## src/rtl/gate_sweep_unit.sv

```systemverilog
// Sweeps all 2^N input vectors through an N-input gate selected by op and captures the truth table.
// Optional self-check against exp_table is built only when SWEEP_SELFCHECK_EN is defined.
module gate_sweep_unit #(
  parameter int N    = 3,
  parameter int HOLD = 1
) (
  input  logic             clk,
  input  logic             rst_n,
  input  logic             start,
  input  logic [2:0]       op,
  input  logic [2**N-1:0]  exp_table,
  output logic [N-1:0]     vec,
  output logic             y,
  output logic [2**N-1:0]  table_q,
  output logic             busy,
  output logic             done,
  output logic             mismatch
);

  localparam int W = 2**N;

  typedef enum logic [1:0] {IDLE, SWEEP, DONE} state_t;

  state_t       state, state_next;
  logic [7:0]   hold_cnt;
  logic [2:0]   op_q;
  logic         capture;
  logic         last;
  logic [W-1:0] table_next;

  // Gate under observation; reserved opcodes read as constant 0.
  always_comb begin
    // NOTE: every always_comb output gets a default first so no path can infer a latch.
    y = 1'b0;
    case (op_q)
      3'd0:    y =  (&vec);
      3'd1:    y =  (|vec);
      3'd2:    y = ~(&vec);
      3'd3:    y = ~(|vec);
      3'd4:    y =  (^vec);
      3'd5:    y = ~(^vec);
      default: y = 1'b0;
    endcase
  end

  assign capture = (state == SWEEP) && (hold_cnt == 8'(HOLD - 1));
  assign last    = capture && (vec == {N{1'b1}});
  assign busy    = (state == SWEEP);
  assign done    = (state == DONE);

  // Table as it will look after this edge, so the self-check sees the final bit too.
  always_comb begin
    table_next = table_q;
    if (capture) table_next[vec] = y;
  end

  always_comb begin
    state_next = state;
    case (state)
      IDLE:    if (start) state_next = SWEEP;
      SWEEP:   if (last)  state_next = DONE;
      DONE:    state_next = IDLE;
      default: state_next = IDLE;
    endcase
  end

  always_ff @(posedge clk or negedge rst_n) begin
    if (!rst_n) state <= IDLE;
    else        state <= state_next;
  end

  always_ff @(posedge clk or negedge rst_n) begin
    if (!rst_n) begin
      // NOTE: table_q is a plain register, not a memory, so it is reset like any other flop.
      vec      <= '0;
      hold_cnt <= '0;
      op_q     <= '0;
      table_q  <= '0;
    end else begin
      // NOTE: sequential state uses non-blocking assignments so all flops update from pre-edge values.
      case (state)
        IDLE: begin
          if (start) begin
            op_q     <= op;
            table_q  <= '0;
            vec      <= '0;
            hold_cnt <= '0;
          end
        end
        SWEEP: begin
          table_q <= table_next;
          if (capture) begin
            hold_cnt <= '0;
            vec      <= last ? '0 : vec + N'(1);
          end else begin
            hold_cnt <= hold_cnt + 8'd1;
          end
        end
        default: ;
      endcase
    end
  end

`ifdef SWEEP_SELFCHECK_EN
  logic [W-1:0] exp_q;

  always_ff @(posedge clk or negedge rst_n) begin
    if (!rst_n) begin
      exp_q    <= '0;
      mismatch <= 1'b0;
    end else if (state == IDLE && start) begin
      exp_q    <= exp_table;
      mismatch <= 1'b0;
    end else if (last) begin
      mismatch <= (table_next != exp_q);
    end
  end
`else
  logic unused_exp;
  assign unused_exp = ^exp_table;
  assign mismatch   = 1'b0;
`endif

endmodule

```

## config.mk

```make
export PLATFORM = sky130hd
export DESIGN_NAME = gate_sweep_unit
export DESIGN_NICKNAME = d
export VERILOG_FILES = /design/src/rtl/gate_sweep_unit.sv
export SDC_FILE = /design/constraint.sdc
export NUM_CORES = 1
export LEC_CHECK = 0
export ABC_AREA = 1
export BUFFER_PORTS_ARGS = -buffer_cell sky130_fd_sc_hd__clkbuf_2
export CAP_MARGIN = 30
export CORE_MARGIN = 2
export CORE_UTILIZATION = 55
export DETAILED_ROUTE_END_ITERATION = 10
export PLACE_DENSITY_LB_ADDON = 0.08
export SLEW_MARGIN = 5
export SYNTH_ARGS = -nofsm -noshare
export SYNTH_HDL_FRONTEND = slang
export SYNTH_SLANG_ARGS = --single-unit
```

## constraint.sdc

```tcl
create_clock -name clk -period 2.96 [get_ports clk]
set_clock_uncertainty 0.05 [all_clocks]
set_input_delay 0.592 -clock clk [delete_from_list [all_inputs] [get_ports clk]]
set_output_delay 0.592 -clock clk [all_outputs]
set_load 0.02 [all_outputs]
```

==> results of run 1 <==
-- layout by cell type, fill, tap and decap left out --
cell type,Yosys,layout
o22ai_1,4,4
o21ai_0,13,13
clkbuf_8,0,1
nand3_1,28,28
inv_1,25,25
nand2_1,70,70
o21ai_1,4,4
nor3_1,1,1
dfrtp_2,0,1
nand4_1,2,2
nand3_2,1,1
clkinvlp_4,0,1
buf_4,3,1
nand2_2,2,2
xor2_1,1,1
nor2_4,2,2
xnor2_1,1,1
conb_1,1,1
nor2_1,17,17
inv_2,3,3
dfrtp_1,24,23
nand2_4,1,1
clkbuf_2,0,19
ha_1,5,5
clkbuf_4,0,3
-- layout make-up --
cell class | instances | area, µm²
clock buffer | 4 | 36.3
multi-input combinational | 153 | 734
fill | 244 | 897
tap | 30 | 37.5
sequential | 24 | 602
inverter | 29 | 113
timing repair buffer | 20 | 103
-- flip-flops by register name (all words and copies together), names as in the netlist --
register and cells:
hold_cnt 8, state 2, vec 3, table_q 8
op_q 3
-- critical path, delay by kind of cell (launching register included) --
kind          cells  cell delay [ns]
buf+inv           3             0.49
simple gates      5             0.34
flops             1             0.51
fa+ha+maj         1             0.39
-- kinds of logic (layout without fill, tap and decap cells) --
kind of cell	Yosys count	after routing	share of synthesized area
AOI/OAI and AO/OA	21	21	0.0740
DFF	24	24	0.404
other	1	1	0.00252
adders and majority gates	5	5	0.0421
and+or+nand+nor	124	124	0.363
buffers and inverters	35	53	0.103
xor gates and xnor gates	2	2	0.0118
-- path summary, 6_finish.rpt --
kind                             from           to  slack (ns)  depth (start not counted)
max                            vec[0]            y        0.26                          9
min                             rst_n  hold_cnt[5]        0.19                          1
max reg2reg                    vec[0]   table_q[7]        0.96                         11
min reg2reg                table_q[6]   table_q[6]        0.43                          2
max in group asynchronous       rst_n       vec[0]        2.25                          1
min in group clk                op[2]      op_q[2]        0.40                          3
-- what timing repair did --
action | 4_1_cts | 5_1_grt
hold buffers | 0 | 0
gates resized for setup | 0 | 2
endpoints found under the setup margin | 0 | 1
endpoints found under the hold margin | 0 | 0
-- power by group through the flow --
stage	clock network, mW	logic (mW)	registers (mW)
after detailed placement	0	0.935	0.510
final	0.178	0.940	0.509
after CTS	0.182	0.939	0.503
after global routing	0.189	1.06	0.529
after floorplan	0	0.638	0.555
after global placement	0	0.897	0.502
-- through the flow --
stage | cells | setup slack, ns | area, µm² | total power, mW | hold slack [ns]
2_1_floorplan | 212 | 0.673 | 1490 | 1.19 | 0.246
3_3_place_gp | 256 | 0.561 | 1580 | 1.40 | 0.405
3_5_place_dp | 256 | 0.464 | 1580 | 1.45 | 0.409
4_1_cts | 260 | 0.0802 | 1620 | 1.62 | 0.209
5_1_grt | 260 | 0.103 | 1630 | 1.78 | 0.244
6_report | 260 | 0.260 | 1630 | 1.63 | 0.187
-- routing by layer --
layer	up-vias	GRT usage	routed length, µm
li1	701	-	-
met1	636	0.256	1390
met2	44	0.375	1500
met3	8	0.0302	144
met4	0	0.143	77
met5	-	0	0
==> metrics.md, run 1 <==
| Metric | Value |
|---|---|
| Status | finished, final reports clean |
| Ys Warns | 0 |
| DRC | 0 |
| Clk buf depth | 2 |
| Pwr Density | 1000 nW/µm² |
| Latest clock arrival within the worst-skew pair | 0.32 ns |
| Overflow after GRT | 0 |
| Largest net degree at the start of global routing | 25 |
| Drt first pass iters | 4 |
| Cell Area, Synth | 1490 µm² |
| Post-Syn Instances | 212 |
| Initial core utilization | 0.590 |
| Share of the synthesized area in the top cell type | 0.404 |
| Number of flops mapped to enable cells by yosys | 0 |
| TNS Setup | 0 ns |
| Worst Tran Pin Value | 0.588 ns |
| Synth async-reset ratio | 1.00 |
| Critical Path End Type | output pin |
| Clk pwr share | 0.109 |
| Area leader, netlist | dfrtp_1 |
| Area growth from synthesis to layout | 9.25% |
| Core Util, Final | 0.644 |
| Pins Over Slew Limit | 0 |
| Maxcap violations | 0 |
| Clock root cell | clkbuf_4 |
| Average size of a mapped cell | 7.02 µm² |
| Netlist cell types | 23 |
| P_leak | 0.945 nW |
| Fmax | 370 MHz |
| Post-layout min period | 2.70 ns |
| Sequential Power Share | 0.313 |
| Final setup vio count | 0 |
| Psw | 0.824 mW |
| Sink Count | 24 |
| RSZ-0062 raised after global routing | no |
| Final WL | 3.12 mm |
| CTS buffer count | 3 |
| CP Class | reg -> out |
| Global-route wire length before repair | 5.53 mm |
| Sequential-to-total area share from yosys stat | 0.404 |
| Commonest cells in the netlist | nand2_1, nand3_1, inv_1 |
| Via count | 1389 |
| Most numerous cell in the Yosys netlist | nand2_1 |
| Antenna violations before repair | 0 |
| Slowest CP cell | dfrtp_2 |
| Tot GR Track Use | 0.220 |
| Min-delay worst type | in -> async |
| # nets final | 250 |
| Worst-path maximum fanout | 12 |
| Post-DRT Antenna Nets | 0 |
| Die X | 56.0 µm |
| Final Cycle Share | 0.912 |
| Core box area | 2520 µm² |
| Startpoint Class | register |
| CP cell instances | clkinvlp_4 -> ha_1 -> inv_1 -> nand2_1 -> nand2_1 -> nand2_1 -> nand2_1 -> nand3_2 -> clkbuf_2 |
| I/O Buffers | 19 |
| Ant diodes | 0 |
| Synth top area cells | dfrtp_1, nand2_1, nand3_1 |
| Wire per inst | 12.0 µm |
| H-tree Lvls | 1 |
| Prevailing post-synth register cell | dfrtp_1 |
| Worst EP arrival | 2.06 ns |
| Die H | 56.0 µm |
| Dpl hpwl | 2.33 mm |
| Max_slew headroom | 0.608 |
| Worst vdd ir | 0.773 mV |
| DRC marker count from the first detailed-route iteration | 39 |
| Internal power | 0.802 mW |
| Row count | 18 |
| Layout cells sized above 1 | 0.152 |
| I/O Pins | 29 |
| Comb power frac | 0.578 |
| Switching Fraction | 0.507 |
| Mapped Nets | 231 |
| Flop and latch count out of synthesis | 24 |
| Vias/cell | 5.34 |
| Die area | 3140 µm² |
| Worst path most repeated cell | nand2_1 |
| Vias in the first global route | 1357 |
| CTS clock-pin slew for the worst setup and hold paths | 0.14 ns |
| Setup Buffers After CTS | 0 |
| Placer Congestion | 0.837 |
| Worst Path Required | 2.32 ns |
| Final hold violations | 0 |
| CTS tree | built |
| Critical path's largest stage delay | 0.51 ns |
(Power assumes the default switching activity.)
==> inputs of run 2 (changes only) <==
Settings changed: CAP_MARGIN 30 to 20, CORE_UTILIZATION 55 to 49.
Clock period 2.96 ns to 2.2 ns, I/O delays scaled along.
==> metrics.md, run 2 (synthesis gave the netlist of run 1 again) <==
| Metric | Value |
|---|---|
| Post-DRT Antenna Nets | 0 |
| CP cell instances | ha_1 -> ha_2 -> nand2_1 -> nand2_1 -> nand2_1 -> nand3_2 -> buf_8 |
| Core Util, Final | 0.612 |
| Slowest CP cell | dfrtp_1 |
| Global-route wire length before repair | 5.43 mm |
| Placed cell areas | 1610 µm² |
| Via count | 1383 |
| Drt first pass iters | 4 |
| Core box area | 2830 µm² |
| Sequential Power Share | 0.263 |
| Dpl hpwl | 2.19 mm |
| Min-delay worst type | in -> async |
| Initial core utilization | 0.526 |
| Startpoint Class | register |
| Clk buf depth | 2 |
| Comb power frac | 0.610 |
| Fin Hold WS | 0.0401 ns |
| Critical Path End Type | output pin |
| Final hold violations | 0 |
| Maxcap violations | 0 |
| Die area | 3490 µm² |
| H-tree Lvls | 1 |
| Fmax | 459 MHz |
| Inst Count DP | 260 |
| P_leak | 0.999 nW |
| Final setup vio count | 0 |
| Placer Congestion | 0.799 |
| Latest clock arrival within the worst-skew pair | 0.32 ns |
| Pins Over Slew Limit | 0 |
| CP top delay family | flip-flops |
| CTS buffer count | 3 |
| Vias/cell | 5.12 |
| Antenna violations before repair | 0 |
| TNS Setup | 0 ns |
| Worst vdd ir | 0.824 mV |
| Worst EP arrival | 1.69 ns |
| CP bufs+invs | 1 |
| CTS clock-pin slew for the worst setup and hold paths | 0.15 ns |
| Filler cell count in the final layout | 269 |
| Clk pwr share | 0.127 |
| I/O Pins | 29 |
| Internal power | 1.36 mW |
| Worst Tran Pin Value | 0.600 ns |
| Post-layout min period | 2.18 ns |
| Critical path's largest stage delay | 0.45 ns |
| Dpl ws | 0.286 ns |
| Tot GR Track Use | 0.204 |
| Psw | 1.16 mW |
| CP Class | reg -> out |
| Sink Count | 24 |
| RSZ-0062 raised after global routing | yes |
| Largest net degree at the start of global routing | 25 |
| Worst path most repeated cell | nand2_1 |
| Worst Path Required | 1.71 ns |
| Most frequent cells in the layout | nand2_1, nand3_1, dfrtp_1, inv_1, clkbuf_2 |
| I/O Buffers | 19 |
| Area growth from synthesis to layout | 16.4% |
| Setup WS post-layout | 0.0231 ns |
| Largest regs | hold_cnt: 8 flops, table_q: 8 flops |
| Ant diodes | 0 |
| Pwr Density | 1450 nW/µm² |
| Overflow after GRT | 0 |
| Commonest non-fill, non-tap cell in the layout | nand2_1 |
| DRC | 0 |
| Max_slew headroom | 0.600 |
| DRC marker count from the first detailed-route iteration | 56 |
| Hold Buf Count CTS | 0 |
| Clock root cell | clkbuf_4 |
| Final WL | 3.12 mm |
| CTS tree | built |
| # nets final | 259 |
| Final instance area | 1730 µm² |
| Tot Pwr | 2.52 mW |
| Post-Layout Cell Count | 270 |
| Wire per inst | 11.5 µm |
| Status | finished, final reports clean |
| Die H | 59.1 µm |
| Final Cycle Share | 0.989 |
| Row count | 19 |
| Die X | 59.1 µm |
| Switching Fraction | 0.461 |
| Vias in the first global route | 1223 |
| Worst-path maximum fanout | 4 |
| Layout cells sized above 1 | 0.197 |
run 2: final timing paths:
path / slack, ns / endpoint / start / depth (start not counted)
worst max-delay path: 0.02 / y / vec[0] / 7
worst min-delay path: 0.04 / hold_cnt[7] / rst_n / 1
worst max register to register: 0.43 / table_q[3] / vec[0] / 10
worst min register to register: 0.44 / table_q[1] / table_q[1] / 2
max in group asynchronous: 1.65 / vec[2] / rst_n / 1
min in group clk: 0.27 / op_q[2] / op[2] / 3
run 2: repair_timing:
action                                  CTS  global route
endpoints found under the setup margin    1             1
pin swaps                                 0             3
buffers inserted                          3             3
gates resized for setup                   5             3
run 2: cell type report:
class	count	area, µm²	share of cell area
clock inverters	1	30.0	0.0173
inverters	29	110	0.0636
well taps	31	38.8	0.0224
flip-flops and latches	24	601	0.347
clock buffers	3	22.5	0.0130
multi-input cells	153	749	0.433
repair buffers	29	180	0.104
run 2: worst reg2reg max path, cell delays in order, from the launching register on:
cell	delay, ns
dfrtp_1	0.45
ha_1	0.23
ha_2	0.19
nand2_1	0.08
nand2_1	0.06
nand2_1	0.07
nand3_2	0.11
buf_4	0.15
buf_4	0.15
nand2_1	0.07
nand2_1	0.05
run 2: power by group through the flow:
stage	sequential, mW	combinational (mW)	clock (mW)
detailed placement	0.671	1.31	0
floorplan	0.747	0.858	0
finish	0.660	1.53	0.321
global placement	0.663	1.28	0
CTS	0.656	1.43	0.334
global route	0.677	1.71	0.352
run 2: layer usage:
layer  routed length [µm]  GRT usage  part of all wire  vias to the layer above
met5                    0          0                 0                        -
met4                   26     0.0682            0.0083                        0
met3                  126     0.0262             0.040                        4
met2                 1490      0.332              0.48                       31
met1                 1480      0.282              0.47                      628
li1                     -          -                 -                      720
==> inputs of run 3 (changes only) <==
--- a/config.mk
+++ b/config.mk
@@ -9,5 +9,4 @@
 export BUFFER_PORTS_ARGS = -buffer_cell sky130_fd_sc_hd__clkbuf_2
 export CAP_MARGIN = 20
-export CORE_MARGIN = 2
 export CORE_UTILIZATION = 49
 export DETAILED_ROUTE_END_ITERATION = 10
==> constraint.sdc (replaced) <==
create_clock -name clk -period 2.2 [get_ports clk]
set_clock_uncertainty 0.05 [all_clocks]
set_input_delay 0.22 -clock clk [delete_from_list [all_inputs] [get_ports clk]]
set_output_delay 0.22 -clock clk [all_outputs]
set_load 0.02 [all_outputs]
==> metrics.md, run 3 (synthesis gave the netlist of run 1 again) <==
| Metric | Value |
|---|---|
| Status | finished, violations left |
| Violated checks | design-rule violations |
| Area growth from synthesis to layout | 16.4% |
| Layout cells sized above 1 | 0.187 |
| Sink Count | 24 |
| Worst vdd ir | 0.937 mV |
| Drt first pass iters | 7 |
| Fin Hold WS | 0.0245 ns |
| Largest regs | hold_cnt: 8 flops, table_q: 8 flops |
| Final Cycle Share | 0.969 |
| Final setup vio count | 0 |
| Critical Path End Type | output pin |
| # nets final | 261 |
| DRC | 6 |
| Global-route wire length before repair | 5.80 mm |
| Core Util, Final | 0.617 |
| Commonest non-fill, non-tap cell in the layout | nand2_1 |
| Wire per inst | 12.3 µm |
| Post-Layout Cell Count | 272 |
| Dpl hpwl | 2.28 mm |
| CP Class | reg -> out |
| Worst Path Required | 1.93 ns |
| Worst-path maximum fanout | 7 |
| Initial core utilization | 0.530 |
| Final WL | 3.35 mm |
| Worst Tran Pin Value | 0.602 ns |
| CTS clock-pin slew for the worst setup and hold paths | 0.14 ns |
| Clk buf depth | 2 |
| Placer Congestion | 0.823 |
| Startpoint Class | register |
| Die H | 57.1 µm |
| Inst Count DP | 259 |
| Min-delay worst type | in -> reg |
| Clock root cell | clkbuf_4 |
| Vias in the first global route | 1270 |
| Largest net degree at the start of global routing | 25 |
| CTS tree | built |
| Maxcap violations | 0 |
| Most frequent cells in the layout | nand2_1, nand3_1, inv_1, dfrtp_1, clkbuf_2 |
| Die area | 3260 µm² |
| I/O Pins | 29 |
| Max_slew headroom | 0.599 |
| I/O Buffers | 19 |
| Worst EP arrival | 1.86 ns |
| Antenna violations before repair | 0 |
| P_leak | 0.999 nW |
| Final hold violations | 0 |
| Post-layout min period | 2.13 ns |
| Tot Pwr | 2.46 mW |
| Row count | 19 |
| Fmax | 469 MHz |
| Via count | 1412 |
| H-tree Lvls | 1 |
| Pins Over Slew Limit | 0 |
| Post-DRT Antenna Nets | 0 |
| Pwr Density | 1420 nW/µm² |
| DRC marker count from the first detailed-route iteration | 73 |
| Die X | 57.1 µm |
| Ant diodes | 0 |
| Tot GR Track Use | 0.230 |
| Vias/cell | 5.19 |
| Overflow after GRT | 0 |
| CTS buffer count | 3 |
| TNS Setup | 0 ns |
| Core box area | 2810 µm² |
| Latest clock arrival within the worst-skew pair | 0.32 ns |
[run 3: per-stage QoR]
stage | area [µm²] | setup slack (ns)
finish | 1730 | 0.0684
global route | 1730 | -0.00390
CTS | 1680 | 0.0251
detailed placement | 1600 | 0.348
global placement | 1600 | 0.421
floorplan | 1490 | 0.225
[run 3: power breakdown]
| part | total, mW | internal [mW] | switching [mW] |
|---|---|---|---|
| sequential | 0.653 | 0.561 | 0.0920 |
| combinational | 1.56 | 0.618 | 0.941 |
| clock | 0.243 | 0.101 | 0.142 |
[run 3: repair_timing]
action	in CTS	in global routing
endpoints found under the hold margin	24	0
hold buffers	1	0
pin swaps	0	1
buffers inserted	3	5
setup endpoints to repair	1	1
gates resized for setup	2	2
[run 3: layer usage]
metal	global-route usage	routed length, µm	up-vias
li1	-	-	722
met1	0.313	1570	647
met2	0.373	1590	38
met3	0.0204	140	5
met4	0.111	46	0
met5	0	0	-
[run 3: layout make-up]
type / instances / area (µm²)
well taps: 31 / 38.8
inverters: 29 / 109
repair buffers: 31 / 190
clock buffers: 4 / 36.3
flip-flops and latches: 24 / 601
fillers: 258 / 1070
multi-input cells: 153 / 757
[run 3: path summary, 6_finish.rpt]
check	start	endpoint	slack, ns	cells past startpoint
worst max-delay path	vec[0]	y	0.07	8
worst min-delay path	op[2]	op_q[2]	0.02	3
max in group asynchronous	rst_n	table_q[1]	1.34	2
min in group asynchronous	rst_n	hold_cnt[6]	0.36	2
worst min register to register	table_q[4]	table_q[4]	0.44	2
worst max register to register	vec[0]	table_q[7]	0.43	10
[run 3: worst max-delay path: stages, from the launching register on]
cell and delay [ns]:
dfrtp_1 0.42, buf_4 0.15, ha_1 0.20, ha_2 0.20, nand2_1 0.09, nand2_1 0.06, nand2_1 0.11, nand3_4 0.12
clkbuf_4 0.19
